==> config.mk <==
export PLATFORM = sky130hd
export DESIGN_NAME = uart_tx_sched
export DESIGN_NICKNAME = d
export VERILOG_FILES = /design/src/rtl/uart_pkg.sv /design/src/rtl/uart_tx_fifo.sv /design/src/rtl/uart_tx_sched.sv
export SDC_FILE = /design/constraint.sdc
export NUM_CORES = 1
export LEC_CHECK = 0
export CAP_MARGIN = 20
export CORE_MARGIN = 1.5
export CORE_UTILIZATION = 59
export CTS_CLUSTER_SIZE = 25
export DETAILED_ROUTE_END_ITERATION = 6
export GPL_TIMING_DRIVEN = 0
export PLACE_DENSITY = 0.79
export RECOVER_POWER = 50
export SKIP_CTS_REPAIR_TIMING = 1
export SYNTH_ARGS = -nofsm -noshare
export SYNTH_HDL_FRONTEND = slang
export SYNTH_SLANG_ARGS = --single-unit
==> constraint.sdc <==
create_clock -name clka -period 3.6 [get_ports clka]
set_clock_uncertainty 0.05 [all_clocks]
set_input_delay 0.36 -clock clka [delete_from_list [all_inputs] [get_ports clka]]
set_output_delay 0.36 -clock clka [all_outputs]
set_load 0.01 [all_outputs]
==> src/rtl/uart_pkg.sv <==
`default_nettype none
// +----------------------------------------------------------------------+
// | Package : uart_pkg                                                   |
// | Purpose : Shared UART constants (data width, LSR bit positions) and  |
// |           a round-robin pointer helper.                              |
// | Ports   : none                                                       |
// | Rev     : 1.0  initial release                                       |
// +----------------------------------------------------------------------+
package uart_pkg;

  localparam int UART_DATA_W = 8;

  // LSR bit positions, shared with the MMIO slave.
  localparam int LSR_THRE = 5;
  localparam int LSR_TEMT = 6;

  // Next round-robin start position after requester idx was served.
  function automatic int rr_next(input int idx, input int n);
    return (idx + 1 >= n) ? 0 : idx + 1;
  endfunction

endpackage
`default_nettype wire

==> src/rtl/uart_tx_fifo.sv <==
`default_nettype none
// +----------------------------------------------------------------------+
// | Module  : uart_tx_fifo                                               |
// | Purpose : Synchronous FIFO with level/full/empty status. Read data   |
// |           is the head entry, valid whenever o_empty is low.          |
// | Ports   : clk, rst (async, active-high)                              |
// |           i_push/i_wdata  write side (ignored when full)             |
// |           i_pop/o_rdata   read side  (ignored when empty)            |
// |           o_full, o_empty, o_level  occupancy status                 |
// | Rev     : 1.0  initial release                                       |
// +----------------------------------------------------------------------+
module uart_tx_fifo #(
  parameter int DEPTH = 16,
  parameter int W     = 8,
  parameter int LVL_W = $clog2(DEPTH + 1)
) (
  input  logic             clk,
  input  logic             rst,
  input  logic             i_push,
  input  logic [W-1:0]     i_wdata,
  input  logic             i_pop,
  output logic [W-1:0]     o_rdata,
  output logic             o_full,
  output logic             o_empty,
  output logic [LVL_W-1:0] o_level
);

  localparam int PTR_W = $clog2(DEPTH);

  logic [W-1:0]     r_mem [DEPTH];
  logic [PTR_W-1:0] r_wr_ptr;
  logic [PTR_W-1:0] r_rd_ptr;
  logic [LVL_W-1:0] r_level;

  logic w_do_push;
  logic w_do_pop;

  assign o_full    = (r_level == LVL_W'(DEPTH));
  assign o_empty   = (r_level == '0);
  assign o_level   = r_level;
  assign o_rdata   = r_mem[r_rd_ptr];
  assign w_do_push = i_push & ~o_full;
  assign w_do_pop  = i_pop & ~o_empty;

  // Storage needs no reset: an entry is only read after it was written.
  always_ff @(posedge clk) begin
    if (w_do_push) begin
      r_mem[r_wr_ptr] <= i_wdata;
    end
  end

  // DEPTH is a power of two, so the pointers wrap naturally.
  always_ff @(posedge clk or posedge rst) begin
    if (rst) begin
      r_wr_ptr <= '0;
      r_rd_ptr <= '0;
      r_level  <= '0;
    end else begin
      if (w_do_push) r_wr_ptr <= r_wr_ptr + PTR_W'(1);
      if (w_do_pop)  r_rd_ptr <= r_rd_ptr + PTR_W'(1);
      case ({w_do_push, w_do_pop})
        2'b10:   r_level <= r_level + LVL_W'(1);
        2'b01:   r_level <= r_level - LVL_W'(1);
        default: r_level <= r_level;
      endcase
    end
  end

endmodule
`default_nettype wire

==> src/rtl/uart_tx_sched.sv <==
`default_nettype none
// +----------------------------------------------------------------------+
// | Module  : uart_tx_sched                                              |
// | Purpose : Shares the UART TX PHY among NREQ byte producers. A        |
// |           round-robin arbiter feeds a DEPTH-entry FIFO which drains  |
// |           through a registered valid/ready stage to the PHY.         |
// | Ports   : clka, rst (async, active-high)                             |
// |           req_data/req_valid/req_ready  producer side, one-hot grant |
// |           tx_data/tx_valid/tx_ready     PHY side                     |
// |           fifo_level, fifo_full, tx_idle  status for LSR THRE/TEMT   |
// | Rev     : 1.0  initial release                                       |
// +----------------------------------------------------------------------+
module uart_tx_sched
  import uart_pkg::*;
#(
  parameter int NREQ  = 2,
  parameter int DEPTH = 16,
  parameter int LVL_W = $clog2(DEPTH + 1)
) (
  input  logic                        clka,
  input  logic                        rst,
  input  logic [NREQ*UART_DATA_W-1:0] req_data,
  input  logic [NREQ-1:0]             req_valid,
  output logic [NREQ-1:0]             req_ready,
  output logic [UART_DATA_W-1:0]      tx_data,
  output logic                        tx_valid,
  input  logic                        tx_ready,
  output logic [LVL_W-1:0]            fifo_level,
  output logic                        fifo_full,
  output logic                        tx_idle
);

  localparam int RR_W = (NREQ > 1) ? $clog2(NREQ) : 1;

  logic [RR_W-1:0]        r_rr_ptr;
  logic                   r_tx_valid;
  logic [UART_DATA_W-1:0] r_tx_data;

  logic [NREQ-1:0]        w_grant;
  logic                   w_hit_lo;
  logic                   w_hit_hi;
  logic [RR_W-1:0]        w_idx_lo;
  logic [RR_W-1:0]        w_idx_hi;
  logic [RR_W-1:0]        w_gidx;
  logic                   w_push;
  logic                   w_pop;
  logic [UART_DATA_W-1:0] w_wdata;
  logic [UART_DATA_W-1:0] w_rdata;
  logic                   w_fifo_full;
  logic                   w_fifo_empty;

  // Round-robin search without modulo: the lowest valid index at or above
  // r_rr_ptr wins; failing that, the lowest valid index overall (wrap).
  // Descending loop so the lowest index overwrites last.
  always_comb begin
    w_grant  = '0;
    w_hit_lo = 1'b0;
    w_hit_hi = 1'b0;
    w_idx_lo = '0;
    w_idx_hi = '0;
    for (int i = NREQ - 1; i >= 0; i--) begin
      if (req_valid[i]) begin
        w_hit_lo = 1'b1;
        w_idx_lo = RR_W'(i);
        if (i >= int'(r_rr_ptr)) begin
          w_hit_hi = 1'b1;
          w_idx_hi = RR_W'(i);
        end
      end
    end
    w_gidx = w_hit_hi ? w_idx_hi : w_idx_lo;
    // No grant at full, even if the output stage pops this cycle.
    if (w_hit_lo && !w_fifo_full) begin
      w_grant[w_gidx] = 1'b1;
    end
  end

  always_comb begin
    w_wdata = '0;
    for (int i = 0; i < NREQ; i++) begin
      if (w_grant[i]) w_wdata = req_data[UART_DATA_W*i +: UART_DATA_W];
    end
  end

  assign w_push = |w_grant;
  assign w_pop  = ~w_fifo_empty & (~r_tx_valid | tx_ready);

  uart_tx_fifo #(
    .DEPTH (DEPTH),
    .W     (UART_DATA_W),
    .LVL_W (LVL_W)
  ) u_fifo (
    .clk     (clka),
    .rst     (rst),
    .i_push  (w_push),
    .i_wdata (w_wdata),
    .i_pop   (w_pop),
    .o_rdata (w_rdata),
    .o_full  (w_fifo_full),
    .o_empty (w_fifo_empty),
    .o_level (fifo_level)
  );

  // Output register: refills from the FIFO whenever it is free or being
  // taken, so back-to-back bytes go out at one per cycle.
  always_ff @(posedge clka or posedge rst) begin
    if (rst) begin
      r_tx_valid <= 1'b0;
      r_tx_data  <= '0;
      r_rr_ptr   <= '0;
    end else begin
      if (w_pop) begin
        r_tx_valid <= 1'b1;
        r_tx_data  <= w_rdata;
      end else if (tx_ready) begin
        r_tx_valid <= 1'b0;
        r_tx_data  <= '0;
      end
      if (w_push) begin
        r_rr_ptr <= RR_W'(rr_next(int'(w_gidx), NREQ));
      end
    end
  end

  assign req_ready = w_grant;
  assign tx_valid  = r_tx_valid;
  assign tx_data   = r_tx_data;
  assign fifo_full = w_fifo_full;
  assign tx_idle   = w_fifo_empty & ~r_tx_valid;

endmodule
`default_nettype wire

==> impl_results.md, run 1 <==
- RSZ-0062 raised after global routing: no
- WS Path Type: flip-flop to flip-flop
- Maximum number of pins on one net before global-route repair: 24
- H-tree lvl count: 4
- Filler cell count in the final layout: 644
- Number of placement rows: 37
- Overall die area: around 11000 um2
- Max-slew violations: 0
- Cell type with the largest total area after synthesis: sky130_fd_sc_hd__edfxtp_1
- Crit-path slowest cell: sky130_fd_sc_hd__nor4_1
- Max IR drop VDD: between 0.4 and 0.5 mV
- P&R area growth vs syn: 18.1%
- Placed wire-length estimate after detailed placement: a little under 8000 um
- Final-layout setup total negative slack: 0 ns
- Worst-path fanout max: 10
- Fin worst setup slack: approximately 0.37 ns
- Run status: completed
- DRC Markers: 0
- Highest cell delay on the worst timing path: ~0.6 ns
- Maximum operating frequency: approximately 0.31 GHz
- Beginning of the worst register-to-register path: u_fifo.o_level[0]
- Initial DRC Count: roughly 250
- Pleak: approximately 0.0026 uW
- Worst endpoint required time: between 3 and 4 ns
- CP startpoint kind: flip-flop
- PnR Total Power: around 6000 uW
- Detailed Route WL: 12500 um
- Shortest period the worst path allows: between 3 and 4 ns
- Via count of the first global-routing pass: about 3400
- Routed Antenna Nets: 0
- Horizontal die dimension: 105 um
- Library cell with the highest instance count after synthesis: sky130_fd_sc_hd__edfxtp_1
- Hold Path Sink: r_rr_ptr
- Number of hold-slack violations in the final timing report: 0
- Dominant combinational cell family by area after synthesis: multiplexers
- Worst r2r dst: u_fifo.o_level[4]
- Power per Cell Area: between 800 and 900 nW/um2
- Category of the worst setup path capture point: flip-flop
- Post-Synth XOR/XNOR Area: 0.0128
- Clock tree sinks: around 150
- Standard cell core area: ~10000 um2
- Reg2reg path depth: 9
- Combined area of all synthesized cells: between 6000 and 7000 um2
- Layout Nets: 414
- Number of flops mapped to enable cells by yosys: approximately 130
- Simple-gate share of the synthesized area: 0.0498
- Arrival time of the worst setup path: 3.62 ns
- Number of max-cap violations: 0
- Count of warnings emitted by yosys: 0
- Post-detailed-placement cell area: around 6700 um2
- Wire length of the first global-routing pass: 19500 um
- Gp weighted congestion: between 0.7 and 0.8
- Clock tree from TritonCTS: done
- Delay-heaviest family, CP: compound AO/OA/AOI/OAI gates
- Clock edge transition at the registers on the reported setup and hold paths: approximately 0.06 ns
- Number of setup violations in the final report: 0
- CP Cell Sequence: nor4_1, a21oi_1, inv_1, ha_1, ha_1, a21o_1, a21oi_1, mux2i_1, xnor2_1
- Worst-Margin Slew: ~1.3 ns
- Commonest cells post-synth: sky130_fd_sc_hd__edfxtp_1 (128), sky130_fd_sc_hd__mux4_2 (32), sky130_fd_sc_hd__dfrtp_1 (23)
- CTS Buf Count: 17
- Worst hold path stage count: 1
- Largest cells by area after synthesis: sky130_fd_sc_hd__edfxtp_1 (62%), sky130_fd_sc_hd__mux4_2 (12%), sky130_fd_sc_hd__dfrtp_1 (9.3%), sky130_fd_sc_hd__mux2i_1 (1.9%), sky130_fd_sc_hd__ha_1 (1.8%)
- Clock Latency Late Sink: around 0.51 ns
- Port Buffer Count: 38
- Post-DR vias/cell: approximately 6
- Share of cell area taken by muxes after synthesis: 0.147
- Startpoint of the tightest hold check path: r_rr_ptr
- Setup slack, reg-to-reg: roughly 0.37 ns
- Min-delay worst type: flip-flop to flip-flop
- Adder-cell share of the synthesized area: 0.0215
- Cell at the root of the clock tree: sky130_fd_sc_hd__clkbuf_8
- DRT Pass-1 Iters: 5
- Share of the clock period used by the worst path: 0.897
- Number of antenna violations at the first check in global routing: 0
- Starting density of the core: 0.604
- Die boundary height: between 100 and 150 um
- Flip-flop and latch count after synthesis: around 150
- DP Worst Slack: roughly 0.44 ns
- Share of flip-flops with an asynchronous set or reset after synthesis: 0.152
- GR Overflow Total: 0
- Area share of the largest cell type after synthesis: 0.622
- Overall fraction of global-route tracks in use: 0.249
- I/O Pins: 39
- Sequential area share after synthesis: 0.715
- CP Buf/Inv Count: 1
- Number of cells produced by synthesis: approximately 320
- Count of cell types in the netlist: 35
- Post-route cell area: roughly 7300 um2
- Compound-cell area share of the yosys netlist: 0.0371
- Detail-routed net length per standard cell: 23.6 um
- Worst slew margin relative to its limit: 0.151
- Layout cells sized above 1: 0.179
- Antenna fix cells: 0
- Ys flop type: sky130_fd_sc_hd__edfxtp_1
- Average instance area after synthesis: between 15 and 20 um2
- Post-synthesis net count: between 300 and 400
- Vias after detailed routing: ~3200
- Worst-case clock buffer depth: 2
==> layer usage <==
layer,up-vias,track usage,routed length [um]
met5,-,0,0
met4,0,0.107,124
met3,8,0.0458,872
met2,135,0.408,6600
met1,1685,0.333,4940
li1,1420,-,-
==> area by class of cell <==
type	instances	area, um2	share of cell area
plain buffers	14	72.6	0.00995
clock buffers	22	433	0.0593
clock inverters	10	129	0.0177
inverters	7	26.3	0.00360
multi-input cells	152	1650	0.227
flip-flops and latches	151	4420	0.606
well taps	136	170	0.0233
repair buffers	40	394	0.0540
==> how the worst max path moves through the flow <==
stage / slack [ns] / start / to / cells after the start
4_1_cts: 0.34 / u_fifo.o_level[0] / req_ready[1] / 5
3_3_place_gp: 0.51 / u_fifo.o_level[0] / u_fifo.o_level[4] / 9
5_1_grt: 0.16 / u_fifo.o_level[0] / u_fifo.o_level[4] / 9
2_1_floorplan: 0.70 / u_fifo.o_level[0] / u_fifo.o_level[4] / 9
6_report: 0.37 / u_fifo.o_level[0] / u_fifo.o_level[4] / 9
3_5_place_dp: 0.44 / u_fifo.o_level[0] / u_fifo.o_level[4] / 9
==> through the flow <==
step	cells	hold slack, ns	util
2_1_floorplan	324	0.312	-
3_3_place_gp	498	0.432	0.658
3_5_place_dp	498	0.450	0.658
4_1_cts	530	0.330	0.712
5_1_grt	532	0.483	0.713
6_report	532	0.466	0.713
==> flip-flops by register name, summed over array words and instances (netlist names) <==
signal	flops
u_fifo.r_mem	128
tx_data	8
u_fifo.o_level	5
u_fifo.r_rd_ptr	4
u_fifo.r_wr_ptr	4
r_rr_ptr	1
tx_valid	1
==> kinds of logic (layout without fill, tap and decap cells) <==
logic type,Yosys count,count (layout)
flops,151,151
xor+xnor,9,9
buf+inv,21,93
simple gates,55,55
mux,50,50
compound gates,28,28
fa+ha+maj,10,10
==> power breakdown <==
group	leakage [uW]	internal, uW	total, uW	switching, uW
Clock	0.000272	1050	1680	628
Combinational	0.000852	874	1880	1010
Sequential	0.00145	2330	2500	172
==> layout by cell type (no fill, tap or decap), types with 2 or more instances in the layout <==
cell,n
sky130_fd_sc_hd__clkbuf_16,16
sky130_fd_sc_hd__a22o_1,8
sky130_fd_sc_hd__nor3b_1,2
sky130_fd_sc_hd__clkbuf_1,14
sky130_fd_sc_hd__o221ai_1,3
sky130_fd_sc_hd__dfrtp_1,23
sky130_fd_sc_hd__nand2_1,12
sky130_fd_sc_hd__and4_1,4
sky130_fd_sc_hd__inv_1,7
sky130_fd_sc_hd__and3_1,2
sky130_fd_sc_hd__mux2_2,6
sky130_fd_sc_hd__nand2b_1,5
sky130_fd_sc_hd__nor2_1,9
sky130_fd_sc_hd__buf_2,4
sky130_fd_sc_hd__edfxtp_1,128
sky130_fd_sc_hd__and2_0,9
sky130_fd_sc_hd__a21o_1,3
sky130_fd_sc_hd__clkdlybuf4s50_1,23
sky130_fd_sc_hd__nand3b_1,3
sky130_fd_sc_hd__a21oi_1,4
sky130_fd_sc_hd__mux2i_1,12
sky130_fd_sc_hd__o21ai_0,3
sky130_fd_sc_hd__xnor2_1,8
sky130_fd_sc_hd__clkinv_2,3
sky130_fd_sc_hd__clkinv_1,2
sky130_fd_sc_hd__ha_1,9
sky130_fd_sc_hd__a221o_1,5
sky130_fd_sc_hd__nand4_1,2
sky130_fd_sc_hd__dlygate4sd3_1,16
sky130_fd_sc_hd__buf_6,2
sky130_fd_sc_hd__bufinv_16,3
sky130_fd_sc_hd__and2_1,3
sky130_fd_sc_hd__mux4_2,32
No activity file was read; power rests on OpenSTA's default activity.
==> run 2: changes to the inputs <==
- ABC_AREA: not set -> 1
==> run 2 against run 1 <==
Compared with the run above: the flow now finishes with violations (capacitance limit, slew limit); worst setup slack improved by 0.15 ns; final cell count rose by 59%; core utilization barely moved; design area rose by 6.4%; synthesized area rose by 7.2%; via count rose by 48%; power rose by 10%; register-to-register slack improved by 0.36 ns; maximum frequency rose by 4.9%; clock power rose by 3%; non-clock buffer count rose by 19.
==> impl_results.md, run 2 <==
- Worst-path fanout max: 9 (-1)
- Number of placement rows: 38 (+2.7%)
- Library cell with the highest instance count after synthesis: sky130_fd_sc_hd__nand2_1
- Clock tree sinks: 151 (unchanged)
- Violated checks: capacitance limit, slew limit
- Detailed Route WL: 15800 um (+26%)
- Die boundary height: 109 um (+3.5%)
- Highest cell delay on the worst timing path: 0.65 ns (+0.04 ns)
- PnR Total Power: 6690 uW (+10%)
- Initial DRC Count: 445 (+80%)
- Maximum operating frequency: 0.325 GHz (+4.9%)
- Number of hold-slack violations in the final timing report: 0 (unchanged)
- Flip-flop count of the largest register, all copies and words added: 128 (unchanged)
- Worst slew margin relative to its limit: -0.0677 (-0.219)
- CP Cell Sequence: nor2_1, nand4_1, nand2_1, nor2_1, clkdlybuf4s50_1
- Min-delay worst type: primary input to asynchronous set/reset pin
- Maximum number of pins on one net before global-route repair: 24 (unchanged)
- NetSw: 2540 uW (+41%)
- Worst-Margin Slew: 1.59 ns (+0.316 ns)
- I/O Pins: 39 (unchanged)
- Count of cell types in the netlist: 26 (-26%)
- Overall die area: 11900 um2 (+7.0%)
- Share of flip-flops with an asynchronous set or reset after synthesis: 0.152 (unchanged)
- Worst endpoint required time: 3.19 ns (-0.80 ns)
- Most frequent standard cell in the layout excluding fill and tap cells: sky130_fd_sc_hd__nand2_1
- P&R area growth vs syn: 17.3%
- Number of flops mapped to enable cells by yosys: 128 (unchanged)
- Clock edge transition at the registers on the reported setup and hold paths: 0.06 ns (about the same)
- Portion of total power attributed to the clock network: 0.259 (-0.018)
- Layout cells sized above 1: 0.0807 (-0.0986)
- Commonest cells post-synth: sky130_fd_sc_hd__nand2_1 (201), sky130_fd_sc_hd__edfxtp_1 (128), sky130_fd_sc_hd__inv_1 (71), sky130_fd_sc_hd__nand3_1 (68), sky130_fd_sc_hd__nor2_1 (29)
- Area share of the largest cell type after synthesis: 0.580 (-0.0420)
- Fin util: 0.713 (about the same)
- Cell type with the largest total area after synthesis: sky130_fd_sc_hd__edfxtp_1
- Number of cells produced by synthesis: 626 (+93%)
- Detail-routed net length per standard cell: 18.6 um (-21%)
- Post-DR vias/cell: 5.67 (-7.1%)
- Switching Share: 0.380 (+0.0823)
- Most frequent cells in the layout: sky130_fd_sc_hd__nand2_1 (203), sky130_fd_sc_hd__edfxtp_1 (128), sky130_fd_sc_hd__inv_1 (72)
- Gp weighted congestion: 0.857 (+16%)
- Routed Antenna Nets: 0 (unchanged)
- Register containing the most flip-flops in the final layout: u_fifo.r_mem
- Shortest period the worst path allows: 3.08 ns (-0.151 ns)
- H-tree lvl count: 4 (unchanged)
- Fin worst setup slack: 0.521 ns (+0.151 ns)
- Category of the worst setup path capture point: output pin
- Number of antenna violations at the first check in global routing: 0 (unchanged)
- Setup slack, reg-to-reg: 0.73 ns (+0.36 ns)
- Cell-internal power: 4140 uW (-2.6%)
- Sequential area share after synthesis: 0.667 (-0.0482)
- Starting density of the core: 0.608 (+0.00460)
- Worst-case clock buffer depth: 2 (unchanged)
- Layout Nets: 724 (+75%)
- RSZ-0062 raised after global routing: no
- Port Buffer Count: 38 (unchanged)
- Average instance area after synthesis: 10.6 um2 (-45%)
- Cell at the root of the clock tree: sky130_fd_sc_hd__clkbuf_8
- Flip-flop and latch count after synthesis: 151 (unchanged)
- Placed wire-length estimate after detailed placement: 10700 um (+35%)
- Vias after detailed routing: 4796 (+48%)
- Reg2reg path depth: 13 (+4)
- Largest cells by area after synthesis: sky130_fd_sc_hd__edfxtp_1 (58%), sky130_fd_sc_hd__nand2_1 (11%), sky130_fd_sc_hd__dfrtp_1 (8.7%), sky130_fd_sc_hd__nand3_1 (5.1%), sky130_fd_sc_hd__inv_1 (4.0%)
- Wire length of the first global-routing pass: 24100 um (+24%)
- DP Worst Slack: 0.691 ns (+0.254 ns)
- Comb power frac: 0.372 (+0.062)
- Count of warnings emitted by yosys: 0 (unchanged)
- Pleak: 0.00328 uW (+28%)
- Share of the clock period used by the worst path: 0.855 (-0.0420)
- Via count of the first global-routing pass: 4632 (+36%)
- Post-route cell area: 7770 um2 (+6.4%)
- Post-detailed-placement cell area: 7240 um2 (+7.6%)
- Arrival time of the worst setup path: 2.67 ns (-0.95 ns)
- Final-layout setup total negative slack: 0 ns (unchanged)
- DRT Pass-1 Iters: 7 (+2)
- Flop pwr share: 0.369 (-0.044)
- Combined area of all synthesized cells: 6620 um2 (+7.2%)
- Clock Latency Late Sink: 0.53 ns (+0.02 ns)
- WS Path Type: flip-flop to output pin
- Max-slew violations: 18 (+18)
- Clock tree from TritonCTS: done
- Run status: finished, violations left
- Power per Cell Area: 861 nW/um2 (+3.7%)
- Number of max-cap violations: 2 (+2)
- Beginning of the worst register-to-register path: u_fifo.o_level[0]
- GR Overflow Total: 0 (unchanged)
- Antenna fix cells: 0 (unchanged)
- Worst r2r dst: u_fifo.o_level[4]
- Overall fraction of global-route tracks in use: 0.285 (+0.0362)
- Max IR drop VDD: 0.395 mV (-13%)
- Horizontal die dimension: 109 um (+3.5%)
- Number of setup violations in the final report: 0 (unchanged)
- Standard cell core area: 10900 um2 (+6.4%)
- CTS Buf Count: 17 (unchanged)
- DRC Markers: 0 (unchanged)
- Ys flop type: sky130_fd_sc_hd__edfxtp_1
- Post-synthesis net count: 657 (+85%)
- CP startpoint kind: flip-flop
- Crit-path slowest cell: sky130_fd_sc_hd__clkdlybuf4s50_1
- Cell occurring most often along the worst timing path: sky130_fd_sc_hd__nor2_1
run 2: cell count changes after synthesis, moves of 11 or more:
cell and change:
sky130_fd_sc_hd__and2_1 -12, sky130_fd_sc_hd__nand2_1 +189, sky130_fd_sc_hd__buf_2 +14, sky130_fd_sc_hd__nor3_1 +11, sky130_fd_sc_hd__mux4_2 -32, sky130_fd_sc_hd__inv_1 +64
sky130_fd_sc_hd__nand3_1 +68, sky130_fd_sc_hd__mux2i_1 -12, sky130_fd_sc_hd__nor2_1 +20
run 2: how the worst max path moves through the flow:
| stage | from | slack (ns) | to | cells past startpoint |
|---|---|---|---|---|
| 2_1_floorplan | u_fifo.o_level[0] | 1.21 | u_fifo.o_level[4] | 13 |
| 3_3_place_gp | tx_ready | 0.80 | u_fifo.o_level[4] | 14 |
| 3_5_place_dp | req_valid[1] | 0.69 | u_fifo.o_level[4] | 12 |
| 4_1_cts | u_fifo.o_level[0] | 0.76 | req_ready[0] | 5 |
| 5_1_grt | u_fifo.o_level[0] | 0.36 | req_ready[0] | 5 |
| 6_report | u_fifo.o_level[0] | 0.52 | req_ready[0] | 5 |
run 2: power groups by stage:
stage               logic [uW]  registers, uW  clock network (uW)
global placement          2360           2480                   0
detailed placement        2490           2500                   0
finish                    2490           2470                1730
CTS                       2530           2470                1730
floorplan                 1580           2500                   0
global route              2710           2500                1810
run 2: kinds of logic (layout without fill, tap and decap cells):
logic type / count (synthesis) / in the layout / share of synthesized area
compound gates: 34 / 34 / 0.0329
xor+xnor: 10 / 10 / 0.0132
fa+ha+maj: 10 / 10 / 0.0200
buf+inv: 100 / 180 / 0.0650
flops: 151 / 151 / 0.667
simple gates: 321 / 321 / 0.202
run 2: layer usage:
| metal | GRT usage | part of all wire | vias to the layer above |
|---|---|---|---|
| met4 | 0.126 | 0.033 | 0 |
| met3 | 0.0640 | 0.092 | 46 |
| met2 | 0.444 | 0.48 | 273 |
| met5 | 0 | 0 | - |
| met1 | 0.388 | 0.39 | 2267 |
| li1 | - | - | 2210 |
run 2: through the flow:
| step | hold slack, ns | std cells |
|---|---|---|
| 2_1_floorplan | 0.312 | 626 |
| 3_3_place_gp | 0.419 | 804 |
| 4_1_cts | 0.302 | 845 |
| 3_5_place_dp | 0.419 | 813 |
| 6_report | 0.424 | 846 |
| 5_1_grt | 0.459 | 846 |
run 2: area by class of cell:
class | count | area (um2)
buffer | 25 | 121
clock buffer | 18 | 418
fill | 726 | 3120
timing repair buffer | 48 | 427
tap | 140 | 175
clock inverter | 14 | 159
sequential | 151 | 4420
multi-input combinational | 375 | 1770
inverter | 75 | 282
run 2: worst max-delay path, delay by kind of cell, from the launching register on:
kind,cells,cell delay [ns]
AND/OR/NAND/NOR,4,1.04
buffers and inverters,1,0.65
flip-flops,1,0.45
